===== config.mk =====
export PLATFORM = sky130hd
export DESIGN_NAME = floating_point_divider
export DESIGN_NICKNAME = d
export VERILOG_FILES = /design/src/rtl/fp_pkg.sv /design/src/rtl/fp_classify.sv /design/src/rtl/floating_point_divider.sv
export SDC_FILE = /design/constraint.sdc
export NUM_CORES = 1
export LEC_CHECK = 0
export ABC_AREA = 0
export CORE_ASPECT_RATIO = 1.1
export CORE_MARGIN = 2
export CORE_UTILIZATION = 59
export DETAILED_ROUTE_END_ITERATION = 10
export MAX_ROUTING_LAYER = met4
export PLACE_DENSITY = 0.84
export SYNTH_ARGS = -nofsm -noshare
export SYNTH_HDL_FRONTEND = slang
export SYNTH_SLANG_ARGS = --single-unit
export TNS_END_PERCENT = 10

===== constraint.sdc =====
create_clock -name clk -period 8.28 [get_ports clk]
set_clock_uncertainty 0.15 [all_clocks]
set_input_delay 2.07 -clock clk [delete_from_list [all_inputs] [get_ports clk]]
set_output_delay 2.07 -clock clk [all_outputs]
set_load 0.1 [all_outputs]

===== src/rtl/fp_pkg.sv =====
// Shared floating-point helpers: format constants, canonical NaN builder and
// the sequencer state encoding used by the iterative FP units.
package fp_pkg;

    typedef enum logic [2:0] {
        IDLE,
        SPECIAL,
        DIVIDE,
        NORM_ROUND,
        DONE
    } fp_state_t;

    // Widest operand the NaN builder can describe; callers slice what they need.
    localparam int FP_MAX_W = 128;

    function automatic int fp_bias(input int exponent_width);
        return (1 << (exponent_width - 1)) - 1;
    endfunction

    function automatic int fp_exp_ones(input int exponent_width);
        return (1 << exponent_width) - 1;
    endfunction

    function automatic int fp_quiet_bit(input int mantissa_width);
        return mantissa_width - 1;
    endfunction

    function automatic logic [FP_MAX_W-1:0] fp_qnan(input int exponent_width,
                                                    input int mantissa_width,
                                                    input logic sign);
        logic [FP_MAX_W-1:0] v;
        v = '0;
        v[exponent_width + mantissa_width] = sign;
        for (int i = 0; i < exponent_width; i++) begin
            v[mantissa_width + i] = 1'b1;
        end
        v[fp_quiet_bit(mantissa_width)] = 1'b1;
        return v;
    endfunction

endpackage


===== src/rtl/fp_classify.sv =====
// Combinational operand classifier: zero, denormal, infinity, NaN and signalling NaN.
module fp_classify
    import fp_pkg::*;
#(
    parameter int EXPONENT_WIDTH = 8,
    parameter int MANTISSA_WIDTH = 23
) (
    input  logic [EXPONENT_WIDTH-1:0] exponent,
    input  logic [MANTISSA_WIDTH-1:0] fraction,
    output logic                      is_zero,
    output logic                      is_denorm,
    output logic                      is_inf,
    output logic                      is_nan,
    output logic                      is_snan
);

    localparam int QUIET_BIT = fp_quiet_bit(MANTISSA_WIDTH);

    logic exp_zero;
    logic exp_ones;
    logic frac_zero;

    assign exp_zero  = (exponent == '0);
    assign exp_ones  = &exponent;
    assign frac_zero = (fraction == '0);

    assign is_zero   = exp_zero & frac_zero;
    assign is_denorm = exp_zero & ~frac_zero;
    assign is_inf    = exp_ones & frac_zero;
    assign is_nan    = exp_ones & ~frac_zero;
    assign is_snan   = is_nan & ~fraction[QUIET_BIT];

endmodule


===== src/rtl/floating_point_divider.sv =====
// Iterative floating-point divider: one restoring-division quotient bit per cycle,
// round-to-nearest-even, denormals flushed to zero, start/busy/done handshake.
module floating_point_divider
    import fp_pkg::*;
#(
    parameter int EXPONENT_WIDTH = 8,
    parameter int MANTISSA_WIDTH = 23
) (
    input  logic                                     clk,
    input  logic                                     rst,
    input  logic                                     start,
    input  logic [EXPONENT_WIDTH+MANTISSA_WIDTH:0]   a,
    input  logic [EXPONENT_WIDTH+MANTISSA_WIDTH:0]   b,
    output logic                                     busy,
    output logic                                     done,
    output logic [EXPONENT_WIDTH+MANTISSA_WIDTH:0]   out,
    output logic                                     underflow_flag,
    output logic                                     overflow_flag,
    output logic                                     invalid_operation_flag,
    output logic                                     divide_by_zero_flag
);

    localparam int EW    = EXPONENT_WIDTH;
    localparam int MW    = MANTISSA_WIDTH;
    localparam int W     = EW + MW + 1;
    localparam int CNT_W = $clog2(MW + 2);

    localparam logic [CNT_W-1:0]     CNT_LAST  = CNT_W'(MW + 1);
    localparam logic signed [EW+1:0] BIAS_S    = (EW+2)'(fp_bias(EW));
    localparam logic signed [EW+1:0] EXP_MAX_S = (EW+2)'(fp_exp_ones(EW));
    localparam logic [EW-1:0]        EXP_ONES  = '1;
    localparam logic [FP_MAX_W-1:0]  QNAN_WIDE = fp_qnan(EW, MW, 1'b0);
    localparam logic [W-2:0]         QNAN_MAG  = QNAN_WIDE[W-2:0];

    function automatic logic [MW+1:0] round_rne(input logic [MW:0] mant,
                                                input logic guard,
                                                input logic rnd,
                                                input logic sticky);
        logic up;
        up = guard & (rnd | sticky | mant[0]);
        return {1'b0, mant} + (MW+2)'(up);
    endfunction

    fp_state_t state, state_next;

    logic a_zero_in, a_den_in, a_inf_in, a_nan_in, a_snan_in;
    logic b_zero_in, b_den_in, b_inf_in, b_nan_in, b_snan_in;
    logic special_in, accept;

    logic          a_sign, b_sign;
    logic [EW-1:0] a_exp, b_exp;
    logic [MW-1:0] a_frac, b_frac;
    logic          a_zero_r, a_den_r, a_inf_r, a_nan_r, a_snan_r;
    logic          b_zero_r, b_den_r, b_inf_r, b_nan_r, b_snan_r;
    logic          q_sign;

    logic [MW+1:0]  rem;
    logic [MW+2:0]  quo;
    logic [CNT_W-1:0] cnt;

    logic [MW:0]   man_a_in, man_b_in;
    logic          first_bit;
    logic [MW+1:0] rem_first;
    logic          rem_ge;
    logic [MW+1:0] rem_diff;

    logic [W-1:0] spec_out;
    logic         spec_of, spec_inv, spec_dbz;

    logic signed [EW+1:0] exp_q, exp_n, exp_f;
    logic [MW:0]          mant_n;
    logic                 guard_n, rnd_n, sticky_n;
    logic [MW+1:0]        rounded;
    logic [MW-1:0]        frac_n;
    logic [W-1:0]         norm_out;
    logic                 norm_of, norm_uf;

    fp_classify #(.EXPONENT_WIDTH(EW), .MANTISSA_WIDTH(MW)) u_class_a (
        .exponent  (a[W-2:MW]),
        .fraction  (a[MW-1:0]),
        .is_zero   (a_zero_in),
        .is_denorm (a_den_in),
        .is_inf    (a_inf_in),
        .is_nan    (a_nan_in),
        .is_snan   (a_snan_in)
    );

    fp_classify #(.EXPONENT_WIDTH(EW), .MANTISSA_WIDTH(MW)) u_class_b (
        .exponent  (b[W-2:MW]),
        .fraction  (b[MW-1:0]),
        .is_zero   (b_zero_in),
        .is_denorm (b_den_in),
        .is_inf    (b_inf_in),
        .is_nan    (b_nan_in),
        .is_snan   (b_snan_in)
    );

    assign special_in = a_zero_in | a_den_in | a_inf_in | a_nan_in |
                        b_zero_in | b_den_in | b_inf_in | b_nan_in;
    assign accept     = start && ((state == IDLE) || (state == DONE));
    assign q_sign     = a_sign ^ b_sign;

    // The integer quotient bit is resolved at capture so DIVIDE only needs MW+2 steps.
    assign man_a_in  = {1'b1, a[MW-1:0]};
    assign man_b_in  = {1'b1, b[MW-1:0]};
    assign first_bit = (man_a_in >= man_b_in);
    assign rem_first = {1'b0, man_a_in} - (first_bit ? {1'b0, man_b_in} : '0);

    assign rem_ge   = (rem >= {1'b0, 1'b1, b_frac});
    assign rem_diff = rem_ge ? (rem - {1'b0, 1'b1, b_frac}) : rem;

    always_comb begin
        state_next = state;
        busy       = 1'b0;
        done       = 1'b0;
        case (state)
            IDLE: begin
                if (start) state_next = special_in ? SPECIAL : DIVIDE;
            end
            SPECIAL: begin
                busy       = 1'b1;
                state_next = DONE;
            end
            DIVIDE: begin
                busy = 1'b1;
                if (cnt == CNT_LAST) state_next = NORM_ROUND;
            end
            NORM_ROUND: begin
                busy       = 1'b1;
                state_next = DONE;
            end
            DONE: begin
                done       = 1'b1;
                state_next = start ? (special_in ? SPECIAL : DIVIDE) : IDLE;
            end
            default: state_next = IDLE;
        endcase
    end

    always_comb begin
        spec_out = {q_sign, {(W-1){1'b0}}};
        spec_of  = 1'b0;
        spec_inv = 1'b0;
        spec_dbz = 1'b0;
        if (a_nan_r) begin
            spec_inv = 1'b1;
            spec_out = a_snan_r ? {a_sign, QNAN_MAG} : {a_sign, a_exp, a_frac};
        end else if (b_nan_r) begin
            spec_inv = 1'b1;
            spec_out = b_snan_r ? {b_sign, QNAN_MAG} : {b_sign, b_exp, b_frac};
        end else if ((a_zero_r && b_zero_r) || (a_inf_r && b_inf_r)) begin
            spec_inv = 1'b1;
            spec_out = {1'b1, QNAN_MAG};
        end else if (a_inf_r) begin
            spec_of  = 1'b1;
            spec_out = {q_sign, EXP_ONES, {MW{1'b0}}};
        end else if (b_zero_r) begin
            spec_dbz = 1'b1;
            spec_out = {q_sign, EXP_ONES, {MW{1'b0}}};
        end
    end

    always_comb begin
        exp_q    = $signed({2'b00, a_exp}) - $signed({2'b00, b_exp}) + BIAS_S;
        sticky_n = |rem;
        if (quo[MW+2]) begin
            mant_n  = quo[MW+2:2];
            guard_n = quo[1];
            rnd_n   = quo[0];
            exp_n   = exp_q;
        end else begin
            mant_n  = quo[MW+1:1];
            guard_n = quo[0];
            rnd_n   = 1'b0;
            exp_n   = exp_q - 1;
        end
        rounded = round_rne(mant_n, guard_n, rnd_n, sticky_n);
        if (rounded[MW+1]) begin
            frac_n = rounded[MW:1];
            exp_f  = exp_n + 1;
        end else begin
            frac_n = rounded[MW-1:0];
            exp_f  = exp_n;
        end
        norm_of  = 1'b0;
        norm_uf  = 1'b0;
        norm_out = {q_sign, exp_f[EW-1:0], frac_n};
        if (exp_f >= EXP_MAX_S) begin
            norm_of  = 1'b1;
            norm_out = {q_sign, EXP_ONES, {MW{1'b0}}};
        end else if (exp_f <= 0) begin
            norm_uf  = 1'b1;
            norm_out = {q_sign, {(W-1){1'b0}}};
        end
    end

    always_ff @(posedge clk) begin
        if (rst) begin
            state                  <= IDLE;
            out                    <= '0;
            underflow_flag         <= 1'b0;
            overflow_flag          <= 1'b0;
            invalid_operation_flag <= 1'b0;
            divide_by_zero_flag    <= 1'b0;
        end else begin
            state <= state_next;
            if (accept) begin
                underflow_flag         <= 1'b0;
                overflow_flag          <= 1'b0;
                invalid_operation_flag <= 1'b0;
                divide_by_zero_flag    <= 1'b0;
            end
            if (state == SPECIAL) begin
                out                    <= spec_out;
                underflow_flag         <= a_den_r | b_den_r;
                overflow_flag          <= spec_of;
                invalid_operation_flag <= spec_inv;
                divide_by_zero_flag    <= spec_dbz;
            end
            if (state == NORM_ROUND) begin
                out                    <= norm_out;
                underflow_flag         <= norm_uf;
                overflow_flag          <= norm_of;
                invalid_operation_flag <= 1'b0;
                divide_by_zero_flag    <= 1'b0;
            end
        end
    end

    always_ff @(posedge clk) begin
        if (accept) begin
            a_sign   <= a[W-1];
            a_exp    <= a[W-2:MW];
            a_frac   <= a[MW-1:0];
            b_sign   <= b[W-1];
            b_exp    <= b[W-2:MW];
            b_frac   <= b[MW-1:0];
            a_zero_r <= a_zero_in | a_den_in;
            a_den_r  <= a_den_in;
            a_inf_r  <= a_inf_in;
            a_nan_r  <= a_nan_in;
            a_snan_r <= a_snan_in;
            b_zero_r <= b_zero_in | b_den_in;
            b_den_r  <= b_den_in;
            b_inf_r  <= b_inf_in;
            b_nan_r  <= b_nan_in;
            b_snan_r <= b_snan_in;
            rem      <= rem_first << 1;
            quo      <= {{(MW+2){1'b0}}, first_bit};
            cnt      <= '0;
        end else if (state == DIVIDE) begin
            rem <= rem_diff << 1;
            quo <= {quo[MW+1:0], rem_ge};
            cnt <= cnt + 1'b1;
        end
    end

endmodule

; ---- After elaboration in Yosys (flattened, before gate mapping)
; Cells that the tools add are included.
[word_totals]
word_cells = 145
input_bits = 67
ff_bits = 168
[classes]
n_eq_ne = 7
add_sub_neg = 8
n_mux = 52
n_bitwise = 27
n_reduce_logical = 21
magnitude_cmp = 4
[op_table]
columns = cell, n
row1 = 2-to-1 mux 31 bit, 6
row2 = 2-to-1 mux 32 bit, 5
row3 = 2-to-1 mux 24 bit, 3
row4 = 2-to-1 mux 25 bit, 2
row5 = subtractor 24 bit, 2
row6 = logical NOT 23 bit, 2
row7 = 2-to-1 mux 1 bit, 28
row8 = adder 24 x 1 -> 25 bit, 1
row9 = greater-or-equal comparator 25 x 24 -> 1 bit, 1
row10 = greater-or-equal comparator 24 bit, 1
row11 = OR reduction 24 bit, 1
row12 = 2-to-1 mux 23 bit, 1
row13 = 2-to-1 mux 10 bit, 2
row14 = logical NOT 8 bit, 2
row15 = AND reduction 8 bit, 2
row16 = one-hot mux 3 bit (4 select lines), 1
row17 = bitwise AND 1 bit, 11
row18 = bitwise OR 1 bit, 11
row19 = "adder 10 x 2 -> 10 bit, second input constant", 1
row20 = "adder 9 x 8 -> 10 bit, second input constant", 1
row21 = "greater-or-equal comparator 10 x 9 -> 1 bit, second input constant", 1
row22 = "less-or-equal comparator 10 x 1 -> 1 bit, second input constant", 1
row23 = "subtractor 10 x 2 -> 10 bit, second input constant", 1
row24 = subtractor 8 x 8 -> 9 bit, 1
row25 = 18 further kinds, 31

; ---- Depth between registers and ports, before layout
; Gate-level depths: netlist of the first run.
[depth]
ltp_word = 13
ltp_mapped = 25
depth_no_buf = 25

; ---- Modules after synthesis
; Synthesis of the first run repeated with hierarchy kept, for this count alone.
[hier_totals]
cells_unflattened = 1402
area_unflattened_um2 = 12100.4
[by_module_without_submodules]
columns = module, cells_each, area_per_inst_um2, seq_area_each_um2, n_inst
row1 = floating_point_divider, 1360, 11815.1, 4354.2, 1
row2 = fp_classify, 21, 142.6, 0.0, 2

; ---- Worst setup path before layout of the first run
; No wires, ideal clock.
[synth_path]
path_kind = input to register
start = input port a[0]
end = register rem[23] (data pin)
path_stages = 25
path_slack_ps = 1756
required_time_ps = 7860
n_path_buf = 1
setup_time_ps = 270
arrival_ps = 6104
cell_sequence = inv_1 ha_1 nand2b_1 a21o_1 a21o_1 a21oi_1 o21ai_0 o211ai_1 a21oi_1 nor4_1 o21ai_1 clkbuf_1 nand2_1 ha_1 o21ai_0 nand2b_1 o31a_1 a221oi_1 o221ai_1 a221oi_1 a21oi_1 nand4_1 nand4b_1 xnor2_1 a21oi_1
[synth_between]
elab_chain_cells = 4
[synth_lines]
columns = element, line
row1 = "start, declared", floating_point_divider.sv:12  ; input logic [EXPONENT_WIDTH+MANTISSA_WIDTH:0] a,
row2 = greater-or-equal comparator 24 bit, floating_point_divider.sv:106  ; assign first_bit = (man_a_in >= man_b_in);
row3 = 2-to-1 mux 24 bit, floating_point_divider.sv:107  ; assign rem_first = {1'b0, man_a_in} - (first_bit ? {1'b0, man_b_in} : '0);
row4 = subtractor 24 bit *, floating_point_divider.sv:107
row5 = 2-to-1 mux 25 bit *, floating_point_divider.sv:231  ; if (accept) begin
row6 = "end signal, assigned", floating_point_divider.sv:248  ; rem <= rem_first << 1;
row7 = "end signal, assigned", floating_point_divider.sv:252  ; rem <= rem_diff << 1;
row8 = "end, declared", floating_point_divider.sv:57  ; logic [MW+1:0] rem;
; Mark *: on every way between the ends. The rest lies on a longest branch, timed or not.
; A chain may end at the register's enable or synchronous reset.

; ---- Worst setup path in the final report of the first run
[layout_path]
start = input port b[0]
end = register rem[23] (data pin)
[layout_between]
elab_chain_cells = 4
[layout_lines]
columns = element, line
row1 = "start, declared", floating_point_divider.sv:13  ; input logic [EXPONENT_WIDTH+MANTISSA_WIDTH:0] b,
row2 = greater-or-equal comparator 24 bit, floating_point_divider.sv:106
row3 = 2-to-1 mux 24 bit *, floating_point_divider.sv:107
row4 = subtractor 24 bit *, floating_point_divider.sv:107
row5 = 2-to-1 mux 25 bit *, floating_point_divider.sv:231
; Marks and branches as above.

==> reports/qor.txt, run 1 <==
status: completed
WHS: 0.3225 ns
clock slew at reported path FFs: 0.07 ns
Post-CTS Hold Buffers: 0
Avg Cell Area, Syn: 8.788 um^2
Tcrit/Tclk final: 88.38%
post-synth top area cell: edfxtp_1
DIE HEIGHT: 151.7 um
Resized cells post-CTS: 0
ANT nets after route: 0
per-cell routed wire length: 19.94 um
Area Overhead vs Synth: 15.01%
Worst Hold End: out[4]
# port buffers: 104
Seq/Total Area, Yosys: 37.22%
Worst path max stage delay: 0.56 ns
vias per cell: 6.523
CP most frequent cell: a21oi_1
commonest non-fill, non-tap cell in the layout: nand2_1
number of max-cap violations: 0
RR Startpoint: a_exp[0]
Crit Path Category: primary input to flip-flop
Slew HR: 22.76%
WL final: 33,260 um
CP arrival: 7.32 ns
first-pass iteration count of the detailed router: 5
Pwr Density: 225.6 nW/um^2
CTS root buf: clkbuf_16
grt ovf: 0
combined area of the multi-input logic cells: 6777 um^2
R2R setup slack: 3.15 ns
die extent in x: 138.3 um
worst r2r dst: out[15]
Final Net Count: 1,556
First DRT Iteration DRCs: 1,089
post-layout total power: 3.035 mW
async set-reset flop share out of synthesis: 0%
clock buffer depth: 2
Distinct cells, synth: 91
number of synthesized flops with an enable pin: 99
fillers: 1,537
Worst-Skew Late Latency: 0.44 ns
Post-Syn Area: 11,700 um^2
Crit-path slowest cell: a221oi_1
final hold viol count: 0
antenna cells: 0
residual DRC count: 0
Mapped Cells: 1,331
clock sink count: 168
GPL Wtd Cong: 0.9697
commonest non-fill, non-tap cells in the layout: 162 x nand2_1, 145 x a21oi_1, 104 x clkdlybuf4s50_1
Pleak: 5.039 nW
Tmin final: 7.318 ns
CTS Buf Count: 17
CP endpoint kind: flip-flop
family with the most delay on the worst path: compound AO/OA/AOI/OAI gates
CTS tree: done
CP Launch Type: primary input
Hold Crit Depth: 2
Final Slew Violations: 0
first-pass GRT wire length: 53,020 um
Synth area leaders: edfxtp_1 25%, dfxtp_1 12%, ha_1 8.9%, a21oi_1 6.2%, nand2_1 5.2%
CP required: 8.28 ns
Core Footprint: 19,660 um^2
initial core utilization: 59.49%
vias in the first global route: 10,316
H-tree depth: 4
die outline area: 20,970 um^2
io pins: 105
Detailed Place HPWL: 24,780 um
Final WS setup: 0.9618 ns
Syn. warnings: 0
Slew @ Worst Pin: 1.156 ns
count of final setup violators: 0
max frequency: 0.1366 GHz
setup slack after placement: 0.5912 ns
# rows: 54
crit-path max FO: 13
via count: 10,880
Seq cells post-synth: 168
Post-CTS Setup Bufs: 0
final core area utilization: 68.42%
sequential cell area: 4355 um^2
RSZ-0062 raised after global routing: false
largest net degree at the start of global routing: 95
Buf+Inv Stages, Crit Path: 1
Yosys top cell area share: 25.41%
Syn Nets: 1,484
VDD IR max: 0.0001512 V
initial antenna violation count: 0
hold_sp: out[4]
Most used DFF post-synth: edfxtp_1
GRT Total Usage: 32.60%
R2R depth: 15
layout cell share with drive strength beyond 1: 5.862%
setup tns final: 0 ns
worst hold path type: flip-flop to flip-flop
-- area by class of cell --
class | instances | area share (%)
tap | 252 | 2.344
clock inverter | 14 | 0.9208
inverter | 85 | 2.390
sequential | 168 | 32.38
timing repair buffer | 116 | 8.408
multi-input combinational | 1015 | 50.37
clock buffer | 18 | 3.190
-- registers in the layout (all words and copies together) (netlist names), 3 cells and up --
signal / count
cnt: 5
quo: 26
a_frac: 23
a_exp: 8
state: 3
b_exp: 8
b_frac: 23
out: 32
rem: 24
-- cells by family after synthesis --
group,synth area share [%]
simple gates,18.59
compound gates,22.38
flops,37.22
buf+inv,4.920
fa+ha+maj,9.391
xor+xnor,5.990
mux,1.508
-- how the worst max path moves through the flow --
stage / from / to / slack (ns) / depth (start not counted)
finish: b[0] / rem[23] / 0.96 / 25
detailed placement: b[0] / rem[23] / 0.59 / 25
CTS: b[0] / rem[23] / 1.04 / 25
floorplan: a[0] / rem[23] / 1.76 / 25
global placement: b[0] / rem[23] / 0.69 / 24
global route: b[0] / rem[21] / 0.43 / 24
-- through the flow --
stage          cells  area (um^2)
2_1_floorplan   1331        11700
3_3_place_gp    1636        12900
3_5_place_dp    1636        12900
4_1_cts         1668        13450
5_1_grt         1668        13450
6_report        1668        13450
-- per-layer routing --
metal | global-route usage [%] | up-vias | share of wire, %
met5 | - | - | 0
met4 | 13.78 | 0 | 4.1
met3 | 4.871 | 101 | 6.7
met2 | 55.45 | 500 | 49
met1 | 39.23 | 5219 | 40
li1 | - | 5060 | -
-- cells in the mapped netlist (all sizes together) (5+ instances only) --
cell type	count
nand2	162
a21oi	146
edfxtp	99
nor2	99
ha	83
inv	82
dfxtp	69
o21ai	55
clkbuf	53
xnor2	36
xor2	35
a211oi	32
nand3	30
nor4	28
a22oi	25
nor3	24
nand2b	21
nand4	21
a21o	15
a311oi	13
mux2i	12
buf	10
a221o	9
a22o	9
nor2b	9
o21a	9
and2	8
and3	8
o21bai	8
or3	8
o221ai	7
o22ai	7
a31oi	6
o211ai	6
or2	6
or4	6
and4	5
o2bb2ai	5
-- power by group --
part,internal (mW),leakage [nW],switching (mW)
clock network,0.415,0.267,0.345
logic,0.469,3.26,0.718
registers,1.01,1.51,0.0790
-- worst min-delay path, stage by stage, from the launching register on --
cell      delay (ns)
dfxtp_1         0.32
nand2_1         0.05
o221ai_1        0.06
Note: power is estimated with default switching activity, not from simulation.
==> run 2, diff against run 1 <==
clock period = 6.8 ns   (was 8.28 ns; I/O delays follow)
==> reports/qor.txt, run 2 (synthesis results as in run 1) <==
status: completed
initial antenna violation count: 0
First DRT Iteration DRCs: 1,176
fillers: 1,419
initial core utilization: 59.49%
Detailed Place HPWL: 26,070 um
CP arrival: 6.57 ns
VDD IR max: 0.0001436 V
GPL Wtd Cong: 0.9442
Final WS setup: 0.2387 ns
Tcrit/Tclk final: 96.49%
# port buffers: 104
CP Launch Type: primary input
CP required: 6.81 ns
CTS tree: done
GRT Total Usage: 33.24%
antenna cells: 0
grt ovf: 0
commonest non-fill, non-tap cells in the layout: 162 x nand2_1, 144 x a21oi_1, 102 x clkdlybuf4s50_1
Top reg by flops: out
Core Footprint: 19,660 um^2
Slew @ Worst Pin: 1.115 ns
first-pass iteration count of the detailed router: 5
per-cell routed wire length: 19.73 um
final core area utilization: 71.69%
Final Net Count: 1,631
Worst-Skew Late Latency: 0.44 ns
count of final setup violators: 0
vias per cell: 6.378
crit-path max FO: 7
Crit Path Category: primary input to flip-flop
H-tree depth: 4
residual DRC count: 0
WL final: 34,380 um
Largest regs: out x32, quo x26, rem x24
vias in the first global route: 10,541
final hold viol count: 0
ANT nets after route: 0
clock buffer depth: 2
Pleak: 5.433 nW
Slew HR: 25.52%
# rows: 54
number of max-cap violations: 0
max FFs per register: 32
die extent in x: 138.3 um
die outline area: 20,970 um^2
CTS root buf: clkbuf_16
clock sink count: 168
post-layout total power: 3.778 mW
max frequency: 0.1524 GHz
CTS Buf Count: 17
Final Slew Violations: 0
WHS: 0.3409 ns
setup slack after placement: -0.3132 ns
io pins: 105
Area Overhead vs Synth: 20.49%
first-pass GRT wire length: 53,990 um
CP endpoint kind: flip-flop
Tmin final: 6.561 ns
Post-CTS Hold Buffers: 0
commonest non-fill, non-tap cell in the layout: nand2_1
layout cell share with drive strength beyond 1: 10.73%
largest net degree at the start of global routing: 53
worst hold path type: flip-flop to flip-flop
via count: 11,117
clock slew at reported path FFs: 0.07 ns
Pwr Density: 268.1 nW/um^2
DIE HEIGHT: 151.7 um
## run 2: worst max-delay path, cell delays in order
cell             delay [ns]
clkdlybuf4s50_1        0.61
inv_1                  0.09
ha_1                   0.28
a21o_1                 0.15
a21o_1                 0.17
a21oi_1                0.12
o21ai_0                0.10
o211ai_1               0.18
a21oi_1                0.13
nor4_2                 0.38
o21ai_4                0.13
buf_6                  0.17
nand2_1                0.07
ha_1                   0.23
a41o_1                 0.23
a2111o_1               0.43
o21ai_1                0.13
buf_4                  0.13
a21oi_1                0.07
a211o_1                0.30
o41ai_4                0.34
o21ai_0                0.16
xnor2_1                0.15
mux2i_1                0.08
## run 2: final timing paths
path | from | to | slack [ns] | depth (start not counted)
setup reg to reg | b_exp[0] | out[15] | 1.62 | 14
hold / removal | out[8] | out[8] | 0.34 | 2
hold reg to reg | out[8] | out[8] | 0.34 | 2
setup / recovery | b[1] | rem[24] | 0.24 | 24
## run 2: through the flow
step | instances | setup TNS, ns | instance area (um^2)
CTS | 1741 | 0 | 14010
global placement | 1709 | -0.4645 | 13450
detailed placement | 1709 | -1.286 | 13450
global route | 1743 | -0.09004 | 14090
finish | 1743 | 0 | 14090
floorplan | 1331 | 0 | 11700
## run 2: per-layer routing
metal | share of wire (%) | track usage [%] | vias up
met3 | 7.1 | 5.248 | 111
met1 | 40 | 38.99 | 5256
met2 | 49 | 56.34 | 539
met5 | 0 | - | -
li1 | - | - | 5211
met4 | 4.4 | 16.53 | 0
## run 2: report_power, final
group          total, mW  leakage [nW]  internal [mW]  switching, mW
combinational       1.51          3.66          0.616          0.894
clock              0.941         0.264          0.537          0.404
sequential          1.33          1.51           1.23         0.0977
## run 2: area by class of cell
type | count | area (um^2) | area share, %
Inverter | 85 | 321.6 | 2.281
Timing Repair Buffer | 191 | 1703 | 12.08
Clock inverter | 13 | 130.1 | 0.9232
Sequential cell | 168 | 4355 | 30.90
Multi-Input combinational cell | 1015 | 6837 | 48.50
Clock buffer | 19 | 432.9 | 3.071
Tap cell | 252 | 315.3 | 2.237
## run 2: repair_timing
item | in CTS | in global routing
setup buffers | 0 | 2
endpoints found under the setup margin | 0 | 5
gates resized for setup | 0 | 18
